## src/rtl/uart_sat_counter.sv

```systemverilog
// Statistics counter that sticks at all-ones; a clear in the same
// cycle as an increment leaves a count of one.
module uart_sat_counter #(
    parameter int CNT_WIDTH = 16
) (
    input  logic                 clock,
    input  logic                 reset_n,
    input  logic                 inc,
    input  logic                 clr,
    output logic [CNT_WIDTH-1:0] count
);

    localparam logic [CNT_WIDTH-1:0] ONE = {{(CNT_WIDTH-1){1'b0}}, 1'b1};

    always_ff @(posedge clock or negedge reset_n) begin
        if (!reset_n) begin
            count <= '0;
        end else if (clr) begin
            count <= inc ? ONE : '0;
        end else if (inc && (count != '1)) begin
            count <= count + ONE;
        end
    end

endmodule

```

## config.mk

```make
export PLATFORM = sky130hd
export DESIGN_NAME = uart_sat_counter
export DESIGN_NICKNAME = d
export VERILOG_FILES = /design/src/rtl/uart_sat_counter.sv
export SDC_FILE = /design/constraint.sdc
export NUM_CORES = 1
export LEC_CHECK = 0
export CAP_MARGIN = 20
export CORE_UTILIZATION = 49
export DETAILED_ROUTE_END_ITERATION = 10
export PLACE_DENSITY_LB_ADDON = 0.12
export SETUP_SLACK_MARGIN = 0.02
export SLEW_MARGIN = 10
export SYNTH_ARGS = -nofsm -noshare
export SYNTH_HDL_FRONTEND = slang
export SYNTH_SLANG_ARGS = --single-unit
```

## constraint.sdc

```tcl
create_clock -name clock -period 2.6 [get_ports clock]
set_clock_uncertainty 0.2 [all_clocks]
set_input_delay 0.78 -clock clock [delete_from_list [all_inputs] [get_ports clock]]
set_output_delay 0.78 -clock clock [all_outputs]
set_load 0.005 [all_outputs]
```

==> summary.log, run 1 <==
[timing] setup_tns 0 ns
[layout] top flop regs count: 16 flops
[global_routing] Tot GR Track Use 0.233
[layout] layout-stage area growth over the synthesis result 26.7%
[die] Std-Cell Rows 15
[cts] worst-skew pair later-pin latency 0.28 ns
[detailed_routing] routed vias/inst 5.95
[detailed_routing] sum of met3 wire segment lengths after detailed routing 113 µm
[timing] fmax 427 MHz
[layout] Final Net Count 131
[power] Max IR drop VDD 0.238 mV
[detailed_routing] length of routed wiring on met1 937 µm
[cts] CTS Sinks 16
[worst_setup_path] Reg2Reg Depth 5
[global_routing] vias in the first global route 835
[die] die width 46.3 µm
[cts] clock tree buffer depth 2
[timing] transition time at the pin with the least slew margin 0.549 ns
[cts] hold_buf cts 0
[timing] RSZ-0062 raised after global routing no
[die] core region area 1780 µm²
[yosys] synthesis-stage register bit count 16
[status] status completed
[power] Overall Power 0.000429 W
[yosys] number of nets produced by synthesis 107
[detailed_routing] top routing layer in use met4
[detailed_routing] Post-Route WL 2.06 mm
[timing] Period Utilization, post-route 0.901
[timing] worst slew margin relative to its limit 0.633
[cts] clock tree from TritonCTS done
[yosys] count of flip-flops with a built-in enable after synthesis 0
[cts] clock buffer count from CTS 3
[die] die area 2140 µm²
[worst_setup_path] Worst Path Max Fanout 7
[layout] fraction of layout cells with a size suffix above 1 0.137
[layout] diode count 0
[yosys] post-synthesis cell area 960 µm²
[detailed_routing] mean routed wirelength per cell 13.8 µm
[cts] Resized cells post-CTS 0
[worst_hold_path] hold_sp count[7]$_DFFE_PN0P_
[detailed_routing] met2 wire length 969 µm
[worst_setup_path] Critical Path RT 2.62 ns
[yosys] top cells by area in the synthesized netlist sky130_fd_sc_hd__dfrtp_1, sky130_fd_sc_hd__nor2_1, sky130_fd_sc_hd__mux2_2
[die] starting density of the core 0.538
[placed_design] number of placed instances with taps included 146
[layout] Finished Layout Cells 149
[worst_setup_path] CP max stage cell sky130_fd_sc_hd__clkdlybuf4s50_1
[run] count of maximum capacitance violations 0
[layout] max FFs per register 16
[worst_hold_path] worst min-delay path endpoint count[7]$_DFFE_PN0P_
[yosys] gate count after technology mapping 102
[cts] Clk pin slew, worst setup/hold paths 0.08 ns
[yosys] most common flop cell mapped by yosys sky130_fd_sc_hd__dfrtp_1
[worst_setup_path] Worst Setup End Kind flip-flop
[layout] largest register by flop count count
[timing] worst hold margin 0.335 ns
[global_routing] gr ovfl total 0
[timing] minimum clock period 2.34 ns
[detailed_routing] iteration-0 DRC count of the detailed router 31
[die] number of primary I/O pins 20
[cts] Clock Tree Root sky130_fd_sc_hd__clkbuf_4
[worst_setup_path] endpoint of the worst register-to-register path count[6]$_DFFE_PN0P_
[yosys] library cell with the largest summed area after synthesis sky130_fd_sc_hd__dfrtp_1
[power] leakage component of the power 0.456 nW
[worst_setup_path] data arrival time at the worst-slack endpoint 2.36 ns
[die] floorplan die height 46.3 µm
[detailed_routing] DRC violation count after routing 0
[worst_setup_path] type of the worst setup path input port to flip-flop
[placed_design] count of input and output buffers 19
[detailed_routing] post-detailed-route count of antenna-violating nets 0
[power] power per cell area 353 nW/µm²
[global_routing] global-route wire length before repair 3.50 mm
[yosys] syn avg cell area 9.41 µm²
[yosys] fraction of synthesis flops using an asynchronous set or reset pin 1.00
[timing] max-slew violations 0
[layout] core utilization of the finished layout 0.682
[layout] leading cell type in the layout, fill and taps excluded sky130_fd_sc_hd__clkdlybuf4s50_1
[worst_hold_path] number of cells traversed by the worst hold path 1
[cts] Clock H-tree levels 1
[global_routing] largest net degree at the start of global routing 17
[yosys] post-synthesis sequential area ratio 0.417
[placed_design] estimated wirelength of the detail-placed design 1.53 mm
[yosys] count of synthesis-stage warnings from yosys 0
[detailed_routing] iteration count of the initial detailed-routing pass 4
[timing] Hold Vio Cnt, Final 0
[timing] final setup violating endpoints 0
[worst_setup_path] cells along the critical path clkdlybuf4s50_1, nand3_1, or2_0, or4_1, a21oi_1
[worst_setup_path] setup slack of the most critical reg-to-reg path 0.44 ns
[yosys] number of different library cells in the post-synthesis netlist 39
[global_routing] initial antenna violation count 0
[yosys] top-area cell type share of the netlist area 0.417
[worst_setup_path] kind of start point of the critical path input port
[cts] post-CTS setup buffers 0
[worst_setup_path] Reg-to-Reg Start count[0]$_DFFE_PN0P_
[layout] commonest cells after routing, fill and taps aside sky130_fd_sc_hd__clkdlybuf4s50_1, sky130_fd_sc_hd__dfrtp_1, sky130_fd_sc_hd__nor2_1
[layout] count of fill cells added during filler insertion 143
[placed_design] global placement routability congestion 0.838
[worst_setup_path] max incr delay on CP 0.49 ns
[detailed_routing] vias 887
[worst_hold_path] class of the worst hold path flip-flop to flip-flop
==> final cells by class <==
| class | count | area (µm²) | share of cell area |
|---|---|---|---|
| tap | 25 | 31.3 | 0.0257 |
| inverter | 5 | 18.8 | 0.0154 |
| clock buffer | 3 | 22.5 | 0.0185 |
| timing repair buffer | 24 | 228 | 0.187 |
| sequential | 16 | 400 | 0.329 |
| multi-input combinational | 76 | 515 | 0.424 |
==> synthesized netlist by cell type (all sizes together) (2+ instances only) <==
cell type	instances
nand3	6
nor4	4
or4	2
nor2	12
inv	5
o41ai	3
nand2	5
a211oi	3
mux2	4
o21ai	2
dfrtp	16
o311ai	2
nor2b	3
a21oi	6
nand4	5
nor3	5
and4	2
buf	4
==> power breakdown <==
part	leakage [nW]	switching [W]	internal (W)
clock	0.0138	0.0000720	0.0000538
combinational	0.222	0.0000227	0.0000213
sequential	0.220	0.00000624	0.000253
==> metrics by stage <==
| step | setup WS (ns) | instance area [µm²] |
|---|---|---|
| finish | 0.259 | 1220 |
| global route | 0.180 | 1220 |
| CTS | 0.293 | 1220 |
| detailed placement | 0.00128 | 1190 |
| global placement | 0.0570 | 1190 |
| floorplan | 0.454 | 960 |
==> routing by layer <==
layer,GRT usage,up-vias
li1,-,430
met1,0.301,421
met2,0.346,31
met3,0.0549,5
met4,0.147,0
met5,0,-
==> worst max-delay path, delay by kind of cell <==
kind                   cells  cell delay [ns]
AOI/OAI and AO/OA          1             0.15
and+or+nand+nor            3             0.94
buffers and inverters      1             0.49
==> worst max-delay path by stage <==
| stage | startpoint | endpoint | slack, ns | cells after the start |
|---|---|---|---|---|
| final | inc | count[11]$_DFFE_PN0P_ | 0.26 | 5 |
| after detailed placement | inc | count[11]$_DFFE_PN0P_ | 0.001 | 5 |
| after global placement | inc | count[11]$_DFFE_PN0P_ | 0.06 | 5 |
| after CTS | inc | count[11]$_DFFE_PN0P_ | 0.29 | 5 |
| after floorplan | inc | count[11]$_DFFE_PN0P_ | 0.45 | 6 |
| after global routing | inc | count[11]$_DFFE_PN0P_ | 0.18 | 5 |
==> cell families after synthesis <==
kind of cell	count (synthesis)	synth area share
AND/OR/NAND/NOR	50	0.318
AO/OA/AOI/OAI	20	0.149
adder cells (fa/ha/maj)	1	0.0130
multiplexers	5	0.0574
buffers and inverters	10	0.0456
flip-flops	16	0.417
Power figures use the tool's default switching activity.
==> inputs of run 2 (changes only) <==
- CAP_MARGIN: 20 -> not set
- CORE_MARGIN: not set -> 2
==> run 2 against run 1 <==
Against the previous run:
- sequential share of layout area fell by 0.068 points
- die area rose by 8.8%
- register-to-register slack barely moved
- routed wire length rose by 5.3%
- highest routed layer unchanged
==> summary.log, run 2 (synthesized netlist as in run 1, its figures left out) <==
[die] starting density of the core 0.505 [was 0.538]
[die] Std-Cell Rows 16 [was 15]
[cts] clock tree from TritonCTS done [unchanged]
[timing] Hold Vio Cnt, Final 0 [unchanged]
[worst_hold_path] class of the worst hold path flip-flop to flip-flop [unchanged]
[cts] CTS Sinks 16 [unchanged]
[detailed_routing] length of routed wiring on met1 1.01 mm [was 937 µm]
[die] die area 2330 µm² [was 2140 µm²]
[placed_design] global placement routability congestion 0.836 [was 0.838]
[timing] RSZ-0062 raised after global routing no [unchanged]
[worst_setup_path] type of the worst setup path input port to flip-flop [unchanged]
[layout] commonest cells after routing, fill and taps aside sky130_fd_sc_hd__clkdlybuf4s50_1, sky130_fd_sc_hd__dfrtp_1, sky130_fd_sc_hd__nor2_1 [unchanged]
[power] total net switching power 0.000107 W [was 0.000101 W]
[timing] setup_tns 0 ns [unchanged]
[worst_setup_path] data arrival time at the worst-slack endpoint 2.39 ns [was 2.36 ns]
[layout] leading cell type in the layout, fill and taps excluded sky130_fd_sc_hd__clkdlybuf4s50_1 [unchanged]
[cts] worst-skew pair later-pin latency 0.28 ns [about the same]
[die] number of primary I/O pins 20 [unchanged]
[power] switch share 0.246 [was 0.235]
[cts] Clock H-tree levels 1 [unchanged]
[timing] max-slew violations 0 [unchanged]
[global_routing] vias in the first global route 768 [was 835]
[worst_setup_path] kind of start point of the critical path input port [unchanged]
[placed_design] count of input and output buffers 19 [unchanged]
[detailed_routing] routed vias/inst 5.74 [was 5.95]
[global_routing] gr ovfl total 0 [unchanged]
[cts] hold_buf cts 0 [unchanged]
[global_routing] Tot GR Track Use 0.210 [was 0.233]
[layout] layout-stage area growth over the synthesis result 27.0% [was 26.7%]
[layout] largest register by flop count count [unchanged]
[power] power per cell area 357 nW/µm² [was 353 nW/µm²]
[layout] core utilization of the finished layout 0.641 [was 0.682]
[timing] worst slew margin relative to its limit 0.647 [was 0.633]
[power] sequential share of power 0.595 [was 0.604]
[detailed_routing] DRC violation count after routing 0 [unchanged]
[detailed_routing] post-detailed-route count of antenna-violating nets 0 [unchanged]
[worst_setup_path] Worst Path Max Fanout 7 [unchanged]
[detailed_routing] iteration-0 DRC count of the detailed router 13 [was 31]
[power] internal power consumption 0.000328 W [about the same]
[timing] minimum clock period 2.37 ns [was 2.34 ns]
[cts] Clock Tree Root sky130_fd_sc_hd__clkbuf_4 [unchanged]
[timing] fmax 421 MHz [was 427 MHz]
[layout] diode count 0 [unchanged]
[detailed_routing] top routing layer in use met4 [unchanged]
[detailed_routing] met2 wire length 1.02 mm [was 969 µm]
[worst_setup_path] Worst Setup End Kind flip-flop [unchanged]
[run] count of maximum capacitance violations 0 [unchanged]
[cts] Clk pin slew, worst setup/hold paths 0.09 ns [was 0.08 ns]
[power] leakage component of the power 0.456 nW [unchanged]
[cts] clock buffer count from CTS 3 [unchanged]
[detailed_routing] Post-Route WL 2.17 mm [was 2.06 mm]
[cts] post-CTS setup buffers 0 [unchanged]
[detailed_routing] vias 866 [was 887]
[die] die width 48.3 µm [was 46.3 µm]
[timing] setup slack of the critical path after layout 0.227 ns [was 0.259 ns]
[detailed_routing] sum of met3 wire segment lengths after detailed routing 91 µm [was 113 µm]
[placed_design] worst-case setup slack after placement -0.0498 ns [was 0.00128 ns]
[layout] fraction of layout cells with a size suffix above 1 0.137 [unchanged]
[timing] Period Utilization, post-route 0.913 [was 0.901]
[timing] worst hold margin 0.334 ns [was 0.335 ns]
[power] portion of total power attributed to combinational logic 0.102 [was 0.103]
[die] core region area 1900 µm² [was 1780 µm²]
[power] Max IR drop VDD 0.243 mV [was 0.238 mV]
[layout] max FFs per register 16 [unchanged]
[die] floorplan die height 48.3 µm [was 46.3 µm]
[worst_setup_path] Critical Path RT 2.61 ns [was 2.62 ns]
[detailed_routing] mean routed wirelength per cell 14.4 µm [was 13.8 µm]
[power] power share of the clock group 0.304 [was 0.293]
[cts] Resized cells post-CTS 0 [unchanged]
[global_routing] largest net degree at the start of global routing 22 [was 17]
[layout] top flop regs count: 16 flops [unchanged]
[layout] Final Net Count 131 [unchanged]
[detailed_routing] iteration count of the initial detailed-routing pass 4 [unchanged]
[timing] final setup violating endpoints 0 [unchanged]
[status] status completed [unchanged]
[cts] clock tree buffer depth 2 [unchanged]
[timing] transition time at the pin with the least slew margin 0.525 ns [was 0.549 ns]
[global_routing] global-route wire length before repair 3.36 mm [was 3.50 mm]
[global_routing] initial antenna violation count 0 [unchanged]
[placed_design] estimated wirelength of the detail-placed design 1.55 mm [was 1.53 mm]
[run 2: cell counts in the layout (fill, tap and decap cells not counted)]
Identical to the previous run, type by type.
[run 2: path summary, 6_finish.rpt]
| path | end | slack, ns | cells past startpoint | from |
|---|---|---|---|---|
| min in group asynchronous | count[3]$_DFFE_PN0P_ | 0.60 | 2 | reset_n |
| max in group asynchronous | count[12]$_DFFE_PN0P_ | 1.41 | 2 | reset_n |
| max reg2reg | count[6]$_DFFE_PN0P_ | 0.43 | 5 | count[0]$_DFFE_PN0P_ |
| min reg2reg | count[7]$_DFFE_PN0P_ | 0.33 | 1 | count[7]$_DFFE_PN0P_ |
| max | count[11]$_DFFE_PN0P_ | 0.23 | 5 | inc |
| min | count[7]$_DFFE_PN0P_ | 0.33 | 1 | count[7]$_DFFE_PN0P_ |
[run 2: power groups by stage]
stage	Combinational, W	Clock (W)	Sequential [W]
2_1_floorplan	0.0000188	0	0.000263
3_3_place_gp	0.0000432	0	0.000264
4_1_cts	0.0000445	0.000134	0.000259
5_1_grt	0.0000493	0.000144	0.000260
6_report	0.0000442	0.000132	0.000259
3_5_place_dp	0.0000443	0	0.000264
[run 2: through the flow]
step	area, µm²	instances	power [W]
CTS	1220	151	0.000438
detailed placement	1200	148	0.000308
floorplan	960	102	0.000282
global route	1220	151	0.000454
finish	1220	151	0.000435
global placement	1200	148	0.000307
[run 2: critical path, cell delays in order]
cell	delay (ns)
sky130_fd_sc_hd__clkdlybuf4s50_1	0.50
sky130_fd_sc_hd__nand3_1	0.14
sky130_fd_sc_hd__or2_0	0.36
sky130_fd_sc_hd__or4_1	0.44
sky130_fd_sc_hd__a21oi_1	0.16
[run 2: metal layers]
metal  vias to the layer above  GRT usage
met3                         4     0.0333
met2                        25      0.324
met4                         0      0.114
met1                       403      0.280
met5                         -          0
li1                        434          -
[run 2: area by class of cell]
type	instances	area, µm²
multi-input cells	76	515
fillers	185	683
clock buffers	3	22.5
inverters	5	18.8
flip-flops and latches	16	400
repair buffers	24	228
well taps	27	33.8
==> inputs of run 3 (changes only) <==
- GPL_ROUTABILITY_DRIVEN: not set -> 0
- PLACE_DENSITY: not set -> 0.85
- PLACE_DENSITY_LB_ADDON: 0.12 -> not set
- clock period: 2.6 -> 2.3 ns (I/O delays scaled with it)
==> run 3 against run 2 <==
Against the previous run:
- first-iteration DRC count up 77%
- clock power increased by 9%
- routed wire length down 2.5%
- die area stayed put
- core utilization increased by 2.0 points
- register-to-register slack got worse by 0.13 ns
- via count up 5.8%
- non-clock buffer count increased by 5
- sequential cell count unchanged
==> summary.log, run 3 (synthesized netlist as in run 1, its figures left out) <==
[status] status completed [unchanged]
[layout] Final Net Count 136 [was 131]
[detailed_routing] iteration count of the initial detailed-routing pass 4 [unchanged]
[worst_setup_path] Critical Path RT 1.41 ns [was 2.61 ns]
[die] starting density of the core 0.505 [unchanged]
[timing] RSZ-0062 raised after global routing no [unchanged]
[layout] count of fill cells added during filler insertion 169 [was 185]
[power] leakage component of the power 0.478 nW [was 0.456 nW]
[worst_setup_path] CP max stage cell sky130_fd_sc_hd__clkdlybuf4s50_1 [unchanged]
[power] power per cell area 390 nW/µm² [was 357 nW/µm²]
[global_routing] Tot GR Track Use 0.211 [was 0.210]
[worst_setup_path] type of the worst setup path flip-flop to output port [was input port to flip-flop]
[worst_setup_path] number of buffers and inverters on the critical path 1 [unchanged]
[detailed_routing] mean routed wirelength per cell 13.5 µm [was 14.4 µm]
[die] die area 2330 µm² [unchanged]
[worst_setup_path] max incr delay on CP 0.55 ns [was 0.50 ns]
[global_routing] global-route wire length before repair 3.46 mm [was 3.36 mm]
[cts] post-CTS setup buffers 0 [unchanged]
[cts] CTS Sinks 16 [unchanged]
[worst_setup_path] Worst Path Max Fanout 9 [was 7]
[detailed_routing] DRC violation count after routing 0 [unchanged]
[detailed_routing] iteration-0 DRC count of the detailed router 23 [was 13]
[power] switch share 0.238 [was 0.246]
[power] internal power consumption 0.000374 W [was 0.000328 W]
[power] sequential share of power 0.597 [was 0.595]
[power] total net switching power 0.000117 W [was 0.000107 W]
[cts] clock tree buffer depth 2 [unchanged]
[layout] layout-stage area growth over the synthesis result 31.0% [was 27.0%]
[global_routing] vias in the first global route 814 [was 768]
[placed_design] number of placed instances with taps included 153 [was 148]
[worst_setup_path] kind of start point of the critical path flip-flop [was input port]
[cts] Clock H-tree levels 1 [unchanged]
[die] floorplan die height 48.3 µm [unchanged]
[global_routing] gr ovfl total 0 [unchanged]
[die] number of primary I/O pins 20 [unchanged]
[timing] transition time at the pin with the least slew margin 0.537 ns [was 0.525 ns]
[layout] fraction of layout cells with a size suffix above 1 0.178 [was 0.137]
[layout] commonest cells after routing, fill and taps aside sky130_fd_sc_hd__clkdlybuf4s50_1, sky130_fd_sc_hd__dfrtp_1, sky130_fd_sc_hd__nor2_1 [unchanged]
[layout] diode count 0 [unchanged]
[layout] top flop regs count: 16 flops [unchanged]
[worst_setup_path] Critical path origin count[12]$_DFFE_PN0P_ [was inc]
[cts] clock buffer count from CTS 3 [unchanged]
[timing] fmax 453 MHz
[cts] Clk pin slew, worst setup/hold paths 0.09 ns [about the same]
[layout] largest register by flop count count [unchanged]
[cts] clock tree from TritonCTS done [unchanged]
[timing] Period Utilization, post-route 0.960
[power] Max IR drop VDD 0.365 mV [was 0.243 mV]
[timing] setup_tns 0 ns [unchanged]
[timing] Hold Vio Cnt, Final 0 [unchanged]
[cts] Clock Tree Root sky130_fd_sc_hd__clkbuf_4 [unchanged]
[detailed_routing] routed vias/inst 5.87 [was 5.74]
[power] Overall Power 0.000490 W [was 0.000435 W]
[worst_setup_path] cells along the critical path clkdlybuf4s50_1 [was clkdlybuf4s50_1, nand3_1, or2_0, or4_1, a21oi_1]
[worst_setup_path] cell count along the critical path 1 [was 5]
[detailed_routing] Post-Route WL 2.11 mm [was 2.17 mm]
[layout] area used by sequential logic in the layout 402 µm² [was 400 µm²]
[global_routing] initial antenna violation count 0 [unchanged]
[worst_setup_path] Worst Setup End Kind output port [was flip-flop]
[layout] leading cell type in the layout, fill and taps excluded sky130_fd_sc_hd__clkdlybuf4s50_1 [unchanged]
[die] core region area 1900 µm² [unchanged]
[layout] max FFs per register 16 [unchanged]
[timing] max-slew violations 0 [unchanged]
[worst_setup_path] Top delay family on crit path buffers and inverters [was simple AND/OR/NAND/NOR gates]
[timing] worst slew margin relative to its limit 0.639 [was 0.647]
[worst_setup_path] Reg-to-Reg Start count[0]$_DFFE_PN0P_ [unchanged]
[timing] worst hold margin 0.344 ns [was 0.334 ns]
[detailed_routing] post-detailed-route count of antenna-violating nets 0 [unchanged]
[placed_design] count of input and output buffers 19 [unchanged]
[worst_setup_path] crit path to count[12] [was count[11]$_DFFE_PN0P_]
[global_routing] largest net degree at the start of global routing 18 [was 22]
[cts] worst-skew pair later-pin latency 0.28 ns [about the same]
[worst_hold_path] number of cells traversed by the worst hold path 1 [unchanged]
[timing] minimum clock period 2.21 ns
[detailed_routing] vias 916 [was 866]
[power] power share of the clock group 0.295 [was 0.304]
[worst_hold_path] class of the worst hold path flip-flop to flip-flop [unchanged]
[worst_setup_path] Reg2Reg Depth 5 [unchanged]
[worst_setup_path] setup slack of the most critical reg-to-reg path 0.30 ns [was 0.43 ns]
[die] die width 48.3 µm [unchanged]
[run] count of maximum capacitance violations 0 [unchanged]
[layout] footprint of the multi-input gates 515 µm² [unchanged]
[timing] final setup violating endpoints 0 [unchanged]
[placed_design] estimated wirelength of the detail-placed design 1.59 mm [was 1.55 mm]
[power] portion of total power attributed to combinational logic 0.108 [was 0.102]
[worst_setup_path] data arrival time at the worst-slack endpoint 1.32 ns [was 2.39 ns]
[layout] Finished Layout Cells 156 [was 151]
[worst_setup_path] endpoint of the worst register-to-register path count[6]$_DFFE_PN0P_ [unchanged]
[die] Std-Cell Rows 16 [unchanged]
==> run 3: what timing repair did <==
action,CTS,global route
setup endpoints to repair,0,2
hold buffers,0,0
resized for setup,0,2
hold endpoints to repair,0,0
==> run 3: final cells by class <==
cell class,instances,share of cell area
clock buffer,3,0.0179
timing repair buffer,29,0.211
sequential,16,0.319
tap,27,0.0269
inverter,5,0.0149
multi-input combinational,76,0.410
==> run 3: how the worst min path moves through the flow <==
| stage | from | to | slack (ns) |
|---|---|---|---|
| 6_report | count[7]$_DFFE_PN0P_ | count[7]$_DFFE_PN0P_ | 0.34 |
| 5_1_grt | count[7]$_DFFE_PN0P_ | count[7]$_DFFE_PN0P_ | 0.39 |
| 4_1_cts | count[7]$_DFFE_PN0P_ | count[7]$_DFFE_PN0P_ | 0.35 |
| 3_5_place_dp | count[7]$_DFFE_PN0P_ | count[7]$_DFFE_PN0P_ | 0.32 |
| 3_3_place_gp | count[7]$_DFFE_PN0P_ | count[7]$_DFFE_PN0P_ | 0.31 |
| 2_1_floorplan | reset_n | count[0]$_DFFE_PN0P_ | 0.19 |
==> run 3: through the flow <==
stage | worst slack (ns) | cell area, µm² | util
floorplan | 0.244 | 960 | -
global placement | -0.148 | 1230 | 0.649
detailed placement | -0.191 | 1230 | 0.649
CTS | 0.0829 | 1260 | 0.661
global route | 0.0317 | 1260 | 0.661
finish | 0.0916 | 1260 | 0.661
==> run 3: power groups by stage <==
stage / Clock (W) / Combinational [W] / Sequential, W
5_1_grt: 0.000161 / 0.0000608 / 0.000294
3_5_place_dp: 0 / 0.0000536 / 0.000299
2_1_floorplan: 0 / 0.0000212 / 0.000298
4_1_cts: 0.000147 / 0.0000539 / 0.000293
3_3_place_gp: 0 / 0.0000529 / 0.000298
6_report: 0.000144 / 0.0000530 / 0.000293
==> run 3: layer usage <==
layer / track usage / vias up / share of wire
met1: 0.263 / 439 / 0.46
met5: 0 / - / 0
met2: 0.363 / 31 / 0.48
met4: 0.0811 / 0 / 0.0099
met3: 0.0333 / 3 / 0.046
li1: - / 443 / -
==> edit 1, RTL diff (config.mk and constraints of run 1) <==
Change the parameter `CNT_WIDTH` from 16 to 12.
--- a/src/rtl/uart_sat_counter.sv
+++ b/src/rtl/uart_sat_counter.sv
@@ -1,7 +1,7 @@
 // Statistics counter that sticks at all-ones; a clear in the same
 // cycle as an increment leaves a count of one.
 module uart_sat_counter #(
-    parameter int CNT_WIDTH = 16
+    parameter int CNT_WIDTH = 12
 ) (
     input  logic                 clock,
     input  logic                 reset_n,
Ports: changed (resized count); port bits go from 20 to 16. The function was not compared with the original's and may differ.
==> edit 1 against run 1 <==
Routed wire length is 26% lower; setup slack improved by 0.056 ns; total power down 16%; final cell count down 33%; clock power shrank 6%; global-route usage grew 1.1 points; combinational power is 4% lower; highest routed layer unchanged; cell area decreased by 28%; largest cell class unchanged; synthesized cell count decreased by 34%; area after synthesis decreased by 30%; critical path type is now reg2out; sequential cell count down 4.
==> edit 1: results (changes against run 1) <==
Worst setup path
  • R2R cell count: 5 (unchanged)
  • Reg2reg start: count[0]
  • Max Fanout on Critical Path: 7 (unchanged)
  • Slowest CP cell: clkdlybuf4s50_1
  • Worst Path Arrival: 1.30 ns (-1.06 ns)
  • Worst r2r dst: count[9]
  • Critical path's largest stage delay: 0.55 ns (+0.06 ns)
  • Crit path max-delay family: buffers and inverters
  • R2r setup slk: 0.57 ns (+0.13 ns)

Clock tree
  • Worst-Skew Late Latency: 0.27 ns
  • Post-CTS Setup Repair Bufs: 0 (unchanged)
  • # resized after CTS: 0 (unchanged)
  • Total CTS buffers: 3 (unchanged)
  • Clock-pin slew on the worst setup and hold paths: 0.08 ns (about the same)
  • Root Buffer: clkbuf_4
  • H-tree depth: 1 (unchanged)

Power
  • Leak: 0.3326 nW (-27%)
  • VDD IR max: 321.0 uV (+35%)

Synthesis
  • Distinct cells, synth: 26 (-33%)
  • Multiplexer share of the synthesized area: 0.04647 (-0.01090)
  • Mapped Nets: 72 (-33%)
  • Register area share after synthesis: 0.4461 (+0.02889)
  • Synth Instances: 67 (-34%)
  • Adder-Cell Fraction of Synth Area: 0.01859 (+0.005550)
  • Syn. warnings: 0 (unchanged)
  • Synth top cells by count: dfrtp_1 (12), a21oi_1 (7), nor2_1 (5), o21ai_0 (5), or3_1 (5)
  • Synth Area in Compound Gates: 0.1580 (+0.009362)
  • Top cells by area, synth: dfrtp_1 (45%), a21oi_1 (5.2%), or3_1 (4.6%)
  • Synth Area in XOR/XNOR: 0.02602 (+0.02602)

Worst hold path
  • Hold endpoint: count[11]
  • Worst hold path startpoint: count[11]
  • Hold-critical path depth: 2 (+1)

GRT
  • Gr usage total: 0.2443 (+0.01141)
  • Met3 usage: 0.03468 (-0.02022)
  • Met1 GRT Util: 0.3237 (+0.02301)
  • Vias in the first global route: 514 (-38%)
  • First-pass GRT wire length: 2415 um (-31%)
  • GR Util met2: 0.3792 (+0.03269)
  • Pin count of the biggest net entering global routing: 13 (-4)

Routing
  • Pre-antenna DRT Iters: 4 (unchanged)
  • WL per Instance: 15.15 um (+9.6%)
  • Via count: 618 (-30%)
  • Initial drt markers: 23 (-26%)

Layout
  • Largest regs: count: 12 flops
  • Fraction of layout cells with a size suffix above 1: 0.1163 (-0.02082)
  • Layout Nets: 93 (-29%)

Place
  • Detailed placement HPWL: 1078 um (-29%)
  • Placer congestion estimate: 0.7979 (-4.7%)
  • PortBufs: 15 (-4)

STA
  • Rel. slew slack: 0.6237 (-0.008854)

Status
  • Run status: completed
edit 1: area by class of cell:
class | instances | area [um^2]
tap | 14 | 17.52
multi-input combinational | 54 | 369.1
fill | 104 | 311.5
clock buffer | 3 | 22.52
sequential | 12 | 300.3
timing repair buffer | 17 | 165.2
edit 1: metrics by stage:
| stage | hold WS, ns | std cells | setup slack (ns) | utilization | cell area [um^2] |
|---|---|---|---|---|---|
| 2_1_floorplan | 0.2844 | 67 | 0.7257 | - | 673.1 |
| 3_3_place_gp | 0.3670 | 97 | 0.2399 | 0.7184 | 852.1 |
| 3_5_place_dp | 0.3684 | 97 | 0.1965 | 0.7184 | 852.1 |
| 4_1_cts | 0.3810 | 100 | 0.3237 | 0.7373 | 874.6 |
| 5_1_grt | 0.4233 | 100 | 0.2777 | 0.7373 | 874.6 |
| 6_report | 0.3767 | 100 | 0.3151 | 0.7373 | 874.6 |
edit 1: worst max-delay path by stage:
stage,startpoint,end,depth (start not counted)
finish,count[2],count[2],1
global route,count[2],count[2],1
CTS,count[2],count[2],1
detailed placement,inc,count[9],4
global placement,inc,count[9],4
floorplan,count[0],count[9],5
edit 1: power by group:
group | leakage, nW | switching [W] | internal (W)
sequential | 0.163 | 0.00000834 | 0.000191
combinational | 0.155 | 0.0000198 | 0.0000225
clock | 0.0138 | 0.0000648 | 0.0000537
edit 1: metal layers:
layer,wire [um],part of all wire
met5,0,0
met4,24,0.016
met3,64,0.042
met2,706,0.47
met1,720,0.48
edit 1: cell families after synthesis:
group                      after synthesis
xor gates and xnor gates                 2
buffers and inverters                    1
DFF                                     12
and+or+nand+nor                         32
AOI/OAI and AO/OA                       16
muxes                                    3
adders and majority gates                1
edit 1: worst reg2reg max path, cell delays in order, from the launching register on:
cell     delay, ns
dfrtp_1       0.45
ha_1          0.28
nand4_1       0.23
nor2_1        0.08
nor4b_1       0.33
mux2_1        0.35
==> edit 2, RTL diff (config.mk and constraints of run 1) <==
Without the edit above. Register the inputs `inc` and `clr` before use, cleared by the reset. The logic sees them one clock later.
--- a/src/rtl/uart_sat_counter.sv
+++ b/src/rtl/uart_sat_counter.sv
@@ -12,12 +12,25 @@
 
     localparam logic [CNT_WIDTH-1:0] ONE = {{(CNT_WIDTH-1){1'b0}}, 1'b1};
 
+    logic inc_q;
+    logic clr_q;
+
+    always_ff @(posedge clock or negedge reset_n) begin
+        if (!reset_n) begin
+            inc_q <= '0;
+            clr_q <= '0;
+        end else begin
+            inc_q <= inc;
+            clr_q <= clr;
+        end
+    end
+
     always_ff @(posedge clock or negedge reset_n) begin
         if (!reset_n) begin
             count <= '0;
-        end else if (clr) begin
-            count <= inc ? ONE : '0;
-        end else if (inc && (count != '1)) begin
+        end else if (clr_q) begin
+            count <= inc_q ? ONE : '0;
+        end else if (inc_q && (count != '1)) begin
             count <= count + ONE;
         end
     end
Formal check against the unedited RTL: not equivalent (a bounded check fails within 4 cycles, from zero or initial values and one cycle with reset_n low).
==> edit 2 against run 1 <==
Cell area up 3.0%; area after synthesis up 5.2%; routed wire length up 3.3%; setup slack better by 0.034 ns; via count down 2.8%; sequential cell count up 2; first-iteration DRC count down 42%; total power up 17%; hold slack better by 0.0042 ns; die area up 5.0%; count of clock-buffer cells in the layout up 1.
==> edit 2: results (changes against run 1) <==
Layout
  • Sequential cell area: 450.4 um^2 (+13%)
  • # fillers: 176 (+23%)
  • Non-clk bufs: 20 (-17%)
  • Largest regs: count: 16 flops, clr_q: 1 flops, inc_q: 1 flops
  • Data buffer area share: 0.1578 (-0.02940)
  • Fraction of layout cells with a size suffix above 1: 0.1138 (-0.02328)
  • Post-route cell area: 1252 um^2 (+3.0%)
  • Clk_buf instances: 4 (+1)
  • Layout Nets: 129 (-1.5%)

Status
  • Run status: completed

Routing
  • DR WL met2: 1023 um (+5.6%)
  • Met1 wire length: 1016 um (+8.4%)
  • Initial drt markers: 18 (-42%)
  • DR WL met3: 57 um (-50%)
  • Via count: 862 (-2.8%)
  • WL per Instance: 14.18 um (+2.6%)

GRT
  • Pin count of the biggest net entering global routing: 22 (+5)
  • Vias in the first global route: 779 (-6.7%)
  • First-pass GRT wire length: 3450 um (-1.4%)
  • Met3 usage: 0.02692 (-0.02798)
  • Met1 GRT Util: 0.2861 (-0.01468)
  • GR Util met2: 0.3753 (+0.02886)
  • Gr usage total: 0.2213 (-0.01151)

Power
  • Sw Share: 0.2245 (-0.01091)
  • Leak: 0.4682 nW (+2.6%)
  • VDD IR max: 321.7 uV (+35%)

Die
  • Core Rows: 16 (+1)

STA
  • Rel. slew slack: 0.5432 (-0.08934)
  • Fmax: 0.4333 GHz (+1.5%)
  • Hold slack: 0.3387 ns (+0.004228 ns)

Synthesis
  • Synth top cells by count: dfrtp_1 (18), nor2_1 (12), a21oi_1 (6)
  • Top cells by area, synth: dfrtp_1 (45%), nor2_1 (4.5%), mux2_2 (3.3%)
  • Syn avg cell area: 9.709 um^2 (+3.2%)
  • Mapped Nets: 109 (+1.9%)

Worst setup path
  • Crit path max-delay family: buffers and inverters
  • Crit path to: count[2]
  • Worst Path Arrival: 1.33 ns (-1.03 ns)
  • Critical path's largest stage delay: 0.55 ns (+0.06 ns)

Clock tree
  • Root Buffer: clkbuf_4
  • Clk sinks: 18 (+2)
  • Clock-pin slew on the worst setup and hold paths: 0.10 ns (+0.02 ns)

Place
  • DP Area: 1216 um^2 (+1.9%)
-- edit 2: cell types whose count changed after synthesis, sizes merged --
cell	run 1	this run
dfrtp	16	18
-- edit 2: logic make-up (layout without fill, tap and decap cells) --
family          count (synthesis)  after routing  share of synthesized area
simple gates                   50             50                     0.3024
compound gates                 20             20                     0.1413
flops                          18             18                     0.4461
buf+inv                        10             29                    0.04337
mux                             5              5                    0.05452
fa+ha+maj                       1              1                    0.01239
-- edit 2: power by group through the flow --
| stage | Sequential (W) | Combinational, W | Clock, W |
|---|---|---|---|
| global route | 0.000300 | 0.0000401 | 0.000181 |
| CTS | 0.000298 | 0.0000358 | 0.000175 |
| floorplan | 0.000297 | 0.0000187 | 0 |
| finish | 0.000298 | 0.0000353 | 0.000169 |
| detailed placement | 0.000303 | 0.0000354 | 0 |
| global placement | 0.000303 | 0.0000353 | 0 |
